## config.mk

```make
export PLATFORM = sky130hd
export DESIGN_NAME = komandara_axi4lite_reg_slave
export DESIGN_NICKNAME = d
export VERILOG_FILES = /design/src/rtl/komandara_axi4lite_pkg.sv /design/src/rtl/komandara_axi4lite_skid_buffer.sv /design/src/rtl/komandara_axi4lite_reg_slave.sv
export SDC_FILE = /design/constraint.sdc
export NUM_CORES = 2
export LEC_CHECK = 0
export BUFFER_PORTS_ARGS = -buffer_cell sky130_fd_sc_hd__buf_2
export CORE_UTILIZATION = 55
export DETAILED_ROUTE_END_ITERATION = 10
export GPL_TIMING_DRIVEN = 0
export PLACE_DENSITY = 0.7
export RECOVER_POWER = 25
export SLEW_MARGIN = 20
export SYNTH_ARGS = -nofsm -noshare
export SYNTH_HDL_FRONTEND = slang
export SYNTH_SLANG_ARGS = --single-unit
export TNS_END_PERCENT = 10
```

## constraint.sdc

```tcl
create_clock -name clk_i -period 27.5 [get_ports clk_i]
set_input_delay 2.75 -clock clk_i [delete_from_list [all_inputs] [get_ports clk_i]]
set_output_delay 2.75 -clock clk_i [all_outputs]
set_load 0.005 [all_outputs]
```

## src/rtl/komandara_axi4lite_pkg.sv

```systemverilog
// Shared AXI4-Lite types, response codes and sizing helpers.
package komandara_axi4lite_pkg;

    typedef logic [2:0] axi_prot_t;
    typedef logic [1:0] axi_resp_t;

    localparam axi_resp_t RESP_OKAY   = 2'b00;
    localparam axi_resp_t RESP_EXOKAY = 2'b01;
    localparam axi_resp_t RESP_SLVERR = 2'b10;
    localparam axi_resp_t RESP_DECERR = 2'b11;

    function automatic int idx_width(input int reg_count);
        return $clog2(reg_count);
    endfunction

endpackage

```

## src/rtl/komandara_axi4lite_skid_buffer.sv

```systemverilog
// Two-entry skid buffer: registered ready, bypass when empty and drained.
module komandara_axi4lite_skid_buffer #(
    parameter int WIDTH = 32
) (
    input  logic             clk,
    input  logic             rst,
    input  logic             in_valid,
    output logic             in_ready,
    input  logic [WIDTH-1:0] in_data,
    output logic             out_valid,
    input  logic             out_ready,
    output logic [WIDTH-1:0] out_data
);

    logic [WIDTH-1:0] head;
    logic [WIDTH-1:0] tail;
    logic [1:0]       count;
    logic [1:0]       count_next;
    logic             ready_q;
    logic             in_fire;
    logic             push;
    logic             pop;
    logic             empty;

    assign in_ready  = ready_q;
    assign empty     = (count == 2'd0);
    assign in_fire   = in_valid && ready_q;
    assign out_valid = !empty || in_fire;
    assign out_data  = empty ? in_data : head;

    // An input consumed directly by the bypass path is never stored.
    assign push = in_fire && !(empty && out_ready);
    assign pop  = out_ready && !empty;

    always_comb begin
        count_next = count;
        if (push && !pop) begin
            count_next = count + 2'd1;
        end else if (pop && !push) begin
            count_next = count - 2'd1;
        end
    end

    always_ff @(posedge clk or posedge rst) begin
        if (rst) begin
            count   <= 2'd0;
            ready_q <= 1'b0;
            head    <= '0;
            tail    <= '0;
        end else begin
            count   <= count_next;
            ready_q <= (count_next != 2'd2);
            if (count == 2'd0) begin
                if (push) head <= in_data;
            end else if (count == 2'd1) begin
                if (pop && push) begin
                    head <= in_data;
                end else if (push) begin
                    tail <= in_data;
                end
            end else if (pop) begin
                head <= tail;
            end
        end
    end

endmodule

```

## src/rtl/komandara_axi4lite_reg_slave.sv

```systemverilog
// AXI4-Lite register bank with skid-buffered request channels.
module komandara_axi4lite_reg_slave
    import komandara_axi4lite_pkg::*;
#(
    parameter int ADDR_WIDTH = 32,
    parameter int DATA_WIDTH = 32,
    parameter int REG_COUNT  = 16
) (
    input  logic                    clk_i,
    input  logic                    rst_i,
    input  logic [ADDR_WIDTH-1:0]   s_axi_awaddr_i,
    input  axi_prot_t               s_axi_awprot_i,
    input  logic                    s_axi_awvalid_i,
    output logic                    s_axi_awready_o,
    input  logic [DATA_WIDTH-1:0]   s_axi_wdata_i,
    input  logic [DATA_WIDTH/8-1:0] s_axi_wstrb_i,
    input  logic                    s_axi_wvalid_i,
    output logic                    s_axi_wready_o,
    output axi_resp_t               s_axi_bresp_o,
    output logic                    s_axi_bvalid_o,
    input  logic                    s_axi_bready_i,
    input  logic [ADDR_WIDTH-1:0]   s_axi_araddr_i,
    input  axi_prot_t               s_axi_arprot_i,
    input  logic                    s_axi_arvalid_i,
    output logic                    s_axi_arready_o,
    output logic [DATA_WIDTH-1:0]   s_axi_rdata_o,
    output axi_resp_t               s_axi_rresp_o,
    output logic                    s_axi_rvalid_o,
    input  logic                    s_axi_rready_i
);

    localparam int IDX_W  = idx_width(REG_COUNT);
    localparam int STRB_W = DATA_WIDTH / 8;
    localparam int W_W    = DATA_WIDTH + STRB_W;

    logic                  aw_valid;
    logic [ADDR_WIDTH-1:0] aw_addr;
    logic                  w_valid;
    logic [W_W-1:0]        w_bus;
    logic                  ar_valid;
    logic [ADDR_WIDTH-1:0] ar_addr;
    logic                  wr_commit;
    logic                  rd_issue;
    logic                  wr_ok;
    logic                  rd_ok;
    logic [IDX_W-1:0]      wr_idx;
    logic [IDX_W-1:0]      rd_idx;
    logic [DATA_WIDTH-1:0] wdata;
    logic [STRB_W-1:0]     wstrb;
    logic [DATA_WIDTH-1:0] regs [REG_COUNT];
    logic                  unused_bits;

    komandara_axi4lite_skid_buffer #(.WIDTH(ADDR_WIDTH)) u_aw_skid (
        .clk       (clk_i),
        .rst       (rst_i),
        .in_valid  (s_axi_awvalid_i),
        .in_ready  (s_axi_awready_o),
        .in_data   (s_axi_awaddr_i),
        .out_valid (aw_valid),
        .out_ready (wr_commit),
        .out_data  (aw_addr)
    );

    komandara_axi4lite_skid_buffer #(.WIDTH(W_W)) u_w_skid (
        .clk       (clk_i),
        .rst       (rst_i),
        .in_valid  (s_axi_wvalid_i),
        .in_ready  (s_axi_wready_o),
        .in_data   ({s_axi_wdata_i, s_axi_wstrb_i}),
        .out_valid (w_valid),
        .out_ready (wr_commit),
        .out_data  (w_bus)
    );

    komandara_axi4lite_skid_buffer #(.WIDTH(ADDR_WIDTH)) u_ar_skid (
        .clk       (clk_i),
        .rst       (rst_i),
        .in_valid  (s_axi_arvalid_i),
        .in_ready  (s_axi_arready_o),
        .in_data   (s_axi_araddr_i),
        .out_valid (ar_valid),
        .out_ready (rd_issue),
        .out_data  (ar_addr)
    );

    assign wdata = w_bus[W_W-1:STRB_W];
    assign wstrb = w_bus[STRB_W-1:0];

    assign wr_idx = aw_addr[IDX_W+1:2];
    assign rd_idx = ar_addr[IDX_W+1:2];
    assign wr_ok  = ((aw_addr >> (IDX_W + 2)) == '0);
    assign rd_ok  = ((ar_addr >> (IDX_W + 2)) == '0);

    // A response slot frees up in the same cycle its handshake completes.
    assign wr_commit = aw_valid && w_valid
                     && (!s_axi_bvalid_o || s_axi_bready_i);
    assign rd_issue  = ar_valid
                     && (!s_axi_rvalid_o || s_axi_rready_i);

    assign unused_bits = ^{s_axi_awprot_i, s_axi_arprot_i,
                           aw_addr[1:0], ar_addr[1:0]};

    always_ff @(posedge clk_i or posedge rst_i) begin
        if (rst_i) begin
            for (int i = 0; i < REG_COUNT; i++) begin
                regs[i] <= '0;
            end
        end else if (wr_commit && wr_ok) begin
            for (int b = 0; b < STRB_W; b++) begin
                if (wstrb[b]) regs[wr_idx][8*b +: 8] <= wdata[8*b +: 8];
            end
        end
    end

    always_ff @(posedge clk_i or posedge rst_i) begin
        if (rst_i) begin
            s_axi_bvalid_o <= 1'b0;
            s_axi_bresp_o  <= RESP_OKAY;
        end else if (wr_commit) begin
            s_axi_bvalid_o <= 1'b1;
            s_axi_bresp_o  <= wr_ok ? RESP_OKAY : RESP_SLVERR;
        end else if (s_axi_bready_i) begin
            s_axi_bvalid_o <= 1'b0;
        end
    end

    // Reads sample regs before any same-cycle commit lands.
    always_ff @(posedge clk_i or posedge rst_i) begin
        if (rst_i) begin
            s_axi_rvalid_o <= 1'b0;
            s_axi_rdata_o  <= '0;
            s_axi_rresp_o  <= RESP_OKAY;
        end else if (rd_issue) begin
            s_axi_rvalid_o <= 1'b1;
            s_axi_rdata_o  <= rd_ok ? regs[rd_idx] : '0;
            s_axi_rresp_o  <= rd_ok ? RESP_OKAY : RESP_SLVERR;
        end else if (s_axi_rready_i) begin
            s_axi_rvalid_o <= 1'b0;
        end
    end

endmodule

```

==> results.sh <==
export IMPL_hold_buffers=0
export IMPL_firstDrtPassIters=5
export IMPL_cts_root_buffer="clkbuf_16"
export IMPL_cap_violations=5
export IMPL_layout_cells_non_filler=4092
export IMPL_finalSetupViolCount=0
export IMPL_core_area_sq_um=63400
export IMPL_dp_cells=3946
export IMPL_worstHoldPathType="flip-flop to flip-flop"
export IMPL_dp_final_hpwl_mm=71.0
export IMPL_totalWireLength_mm=101
export IMPL_cts_max_level=3
export IMPL_worst_pin_slew_ns=5.56
export IMPL_min_period_ns=11.68
export IMPL_rsz0062_at_grt="no"
export IMPL_post_route_util_pct=63.1
export IMPL_vias=25284
export IMPL_drt_iter0_markers=1969
export IMPL_drive_above_1_share_pct=23.8
export IMPL_grt_pass1_wl_mm=157
export IMPL_synth_seq_cells=749
export IMPL_fin_worst_skew_ns=0.0340
export IMPL_peakVddDrop_v=0.0000760
export IMPL_post_cts_buffers=0
export IMPL_cp_start_kind="input port"
export IMPL_layout_common_cells="dfrtp_1 (749), nand2_1 (497), mux2_2 (330)"
export IMPL_avgRoutedWirePerCell_um=24.7
export IMPL_fin_nets=3301
export IMPL_cp_arrival_ns=11.09
export IMPL_clk_pin_slew_ns=0.05
export IMPL_grt_max_degree=106
export IMPL_initial_core_util_pct=55.9
export IMPL_netlist_area_sq_um=35400
export IMPL_die_h_um=256
export IMPL_synth_cell_types=48
export IMPL_place_congestion=0.889
export IMPL_clock_fmax_mhz=85.6
export IMPL_synth_main_ff_cell="dfrtp_1"
export IMPL_antenna_found_initial=3
export IMPL_async_reset_ff_share_pct=100
export IMPL_syn_inst=2948
export IMPL_fin_crit_sh_pct=42.5
export IMPL_slew_violations=456
export IMPL_die_area_sq_um=65500
export IMPL_ys_seq_area_share_pct=52.9
export IMPL_hold_viol=0
export IMPL_violations="max-capacitance violations, max-slew violations"
export IMPL_grt_pass1_vias=26635
export IMPL_power_mw=3.76
export IMPL_detail_route_vias_per_cell=6.18
export IMPL_num_rows=92
export IMPL_drc=0
export IMPL_io_buffer_count=140
export IMPL_avgSynthCellArea_sq_um=12.0
export IMPL_die_w_um=256
export IMPL_slew_limit_headroom_pct=-270
export IMPL_tns_ns=0
export IMPL_grt_total_usage_pct=31.3
export IMPL_syn_to_final_growth_pct=12.9
export IMPL_crit_fanout=105
export IMPL_mostFrequentLayoutCell="dfrtp_1"
export IMPL_io_pins=154
export IMPL_critical_path_class="input port to async pin"
export IMPL_ys_warn_count=0
export IMPL_numCtsBuffers=80
export IMPL_post_cts_resized=0
export IMPL_globalRoute_totalOverflow=0
export IMPL_synth_edff_count=0
export IMPL_clock_sinks=749
export IMPL_clock_path_buffers=3
export IMPL_antenna_left=0
export IMPL_powerDensity_nw_per_um2=93.9
export IMPL_outcome="complete, but fails checks"
export IMPL_critPathCaptureType="async pin"
export IMPL_p_leak_nw=19.3
export IMPL_required_ns=26.91
export IMPL_clock_latency_ns=0.65
export IMPL_num_fill_cells=4854
export IMPL_cts_tree="built"
where the power goes:
part	switching, mW	internal [mW]	leakage [nW]
registers	0.0775	1.25	10.1
logic	0.963	0.389	7.85
clock network	0.457	0.624	1.30
per-stage QoR:
step	cell area, sq um	hold slack [ns]	worst slack [ns]
after CTS	40100	0.475	22.49
after floorplan	35400	0.441	3.73
after global routing	40000	0.496	13.98
final	40000	0.468	15.82
after global placement	37200	0.460	-2.76
after detailed placement	37500	0.462	21.83
cells by family (layout without fill, tap and decap cells):
| family | after synthesis | after routing | share of synthesized area, % |
|---|---|---|---|
| mux | 805 | 805 | 25.0 |
| other cells | 1 | 6 | 0.0106 |
| fa+ha+maj | 6 | 6 | 0.212 |
| xor+xnor | 3 | 3 | 0.0742 |
| compound gates | 464 | 464 | 7.74 |
| flops | 749 | 749 | 52.9 |
| simple gates | 707 | 707 | 11.4 |
| buf+inv | 213 | 506 | 2.71 |
metal layers:
layer  share of wire [%]  vias up  track usage, %
li1                    -    11060               -
met1                  41    13054            40.0
met2                  48      902            51.4
met3                 6.4      268            6.62
met4                 4.5        0            14.4
met5                   0        -               0
cells in the mapped netlist (5+ instances only):
cell	number	area, sq um
dfrtp_1	749	18700
nand2_1	497	1870
mux2_2	330	3720
mux2_1	312	3510
a21oi_1	199	996
mux2i_1	163	1630
o21ai_0	136	681
clkbuf_1	117	439
nor4_1	80	500
o211ai_1	64	480
buf_2	57	285
nand4_4	49	1040
a211oi_1	34	255
inv_1	18	67.6
nor2_1	16	60.1
nand4_2	15	188
buf_4	14	105
nor2_4	12	135
a32oi_2	9	146
nor3_1	9	45.0
ha_1	6	75.1
nand4_1	6	37.5
buf_6	5	56.3
nor2_2	5	31.3
nor2b_1	5	31.3
worst paths after layout:
check                                                    start                        endpoint  slack (ns)  cells past startpoint
worst max-delay path                                     rst_i  u_ar_skid.tail[17]$_DFFE_PP0P_       15.82                      4
worst min-delay path            u_ar_skid.head[17]$_DFFE_PP0P_  u_ar_skid.head[17]$_DFFE_PP0P_        0.47                      2
worst max register to register    u_ar_skid.count[1]$_DFF_PP0_    s_axi_rdata_o[9]$_DFFE_PP0N_       23.37                      9
worst min register to register  u_ar_skid.head[17]$_DFFE_PP0P_  u_ar_skid.head[17]$_DFFE_PP0P_        0.47                      2
max in group clk_i                           s_axi_araddr_i[4]    s_axi_rdata_o[9]$_DFFE_PP0N_       22.36                      7
min in group asynchronous                                rst_i   u_w_skid.tail[29]$_DFFE_PP0P_        1.98                      2
layout make-up:
class | instances | area, sq um | area share (%)
antenna | 4 | 10.0 | 0.0250
buffer | 195 | 895 | 2.24
clock buffer | 113 | 2300 | 5.74
clock inverter | 29 | 349 | 0.873
inverter | 18 | 68.8 | 0.172
multi-input combinational | 1987 | 15800 | 39.4
sequential | 749 | 18700 | 46.8
tap | 846 | 1060 | 2.65
timing repair buffer | 151 | 833 | 2.08
critical path: stages:
cell and delay, ns:
buf_2 0.10, clkinvlp_2 0.10, clkbuf_1 3.87, clkbuf_1 4.09
state kept, by name (all words and copies together), names as in the netlist, 2 cells and up:
name / flops
regs: 512
u_w_skid.head: 36
u_ar_skid.tail: 30
u_aw_skid.count: 2
u_aw_skid.head: 30
s_axi_rdata_o: 32
u_w_skid.tail: 36
u_aw_skid.tail: 30
u_ar_skid.head: 30
u_ar_skid.count: 2
u_w_skid.count: 2
(Power assumes the default switching activity.)
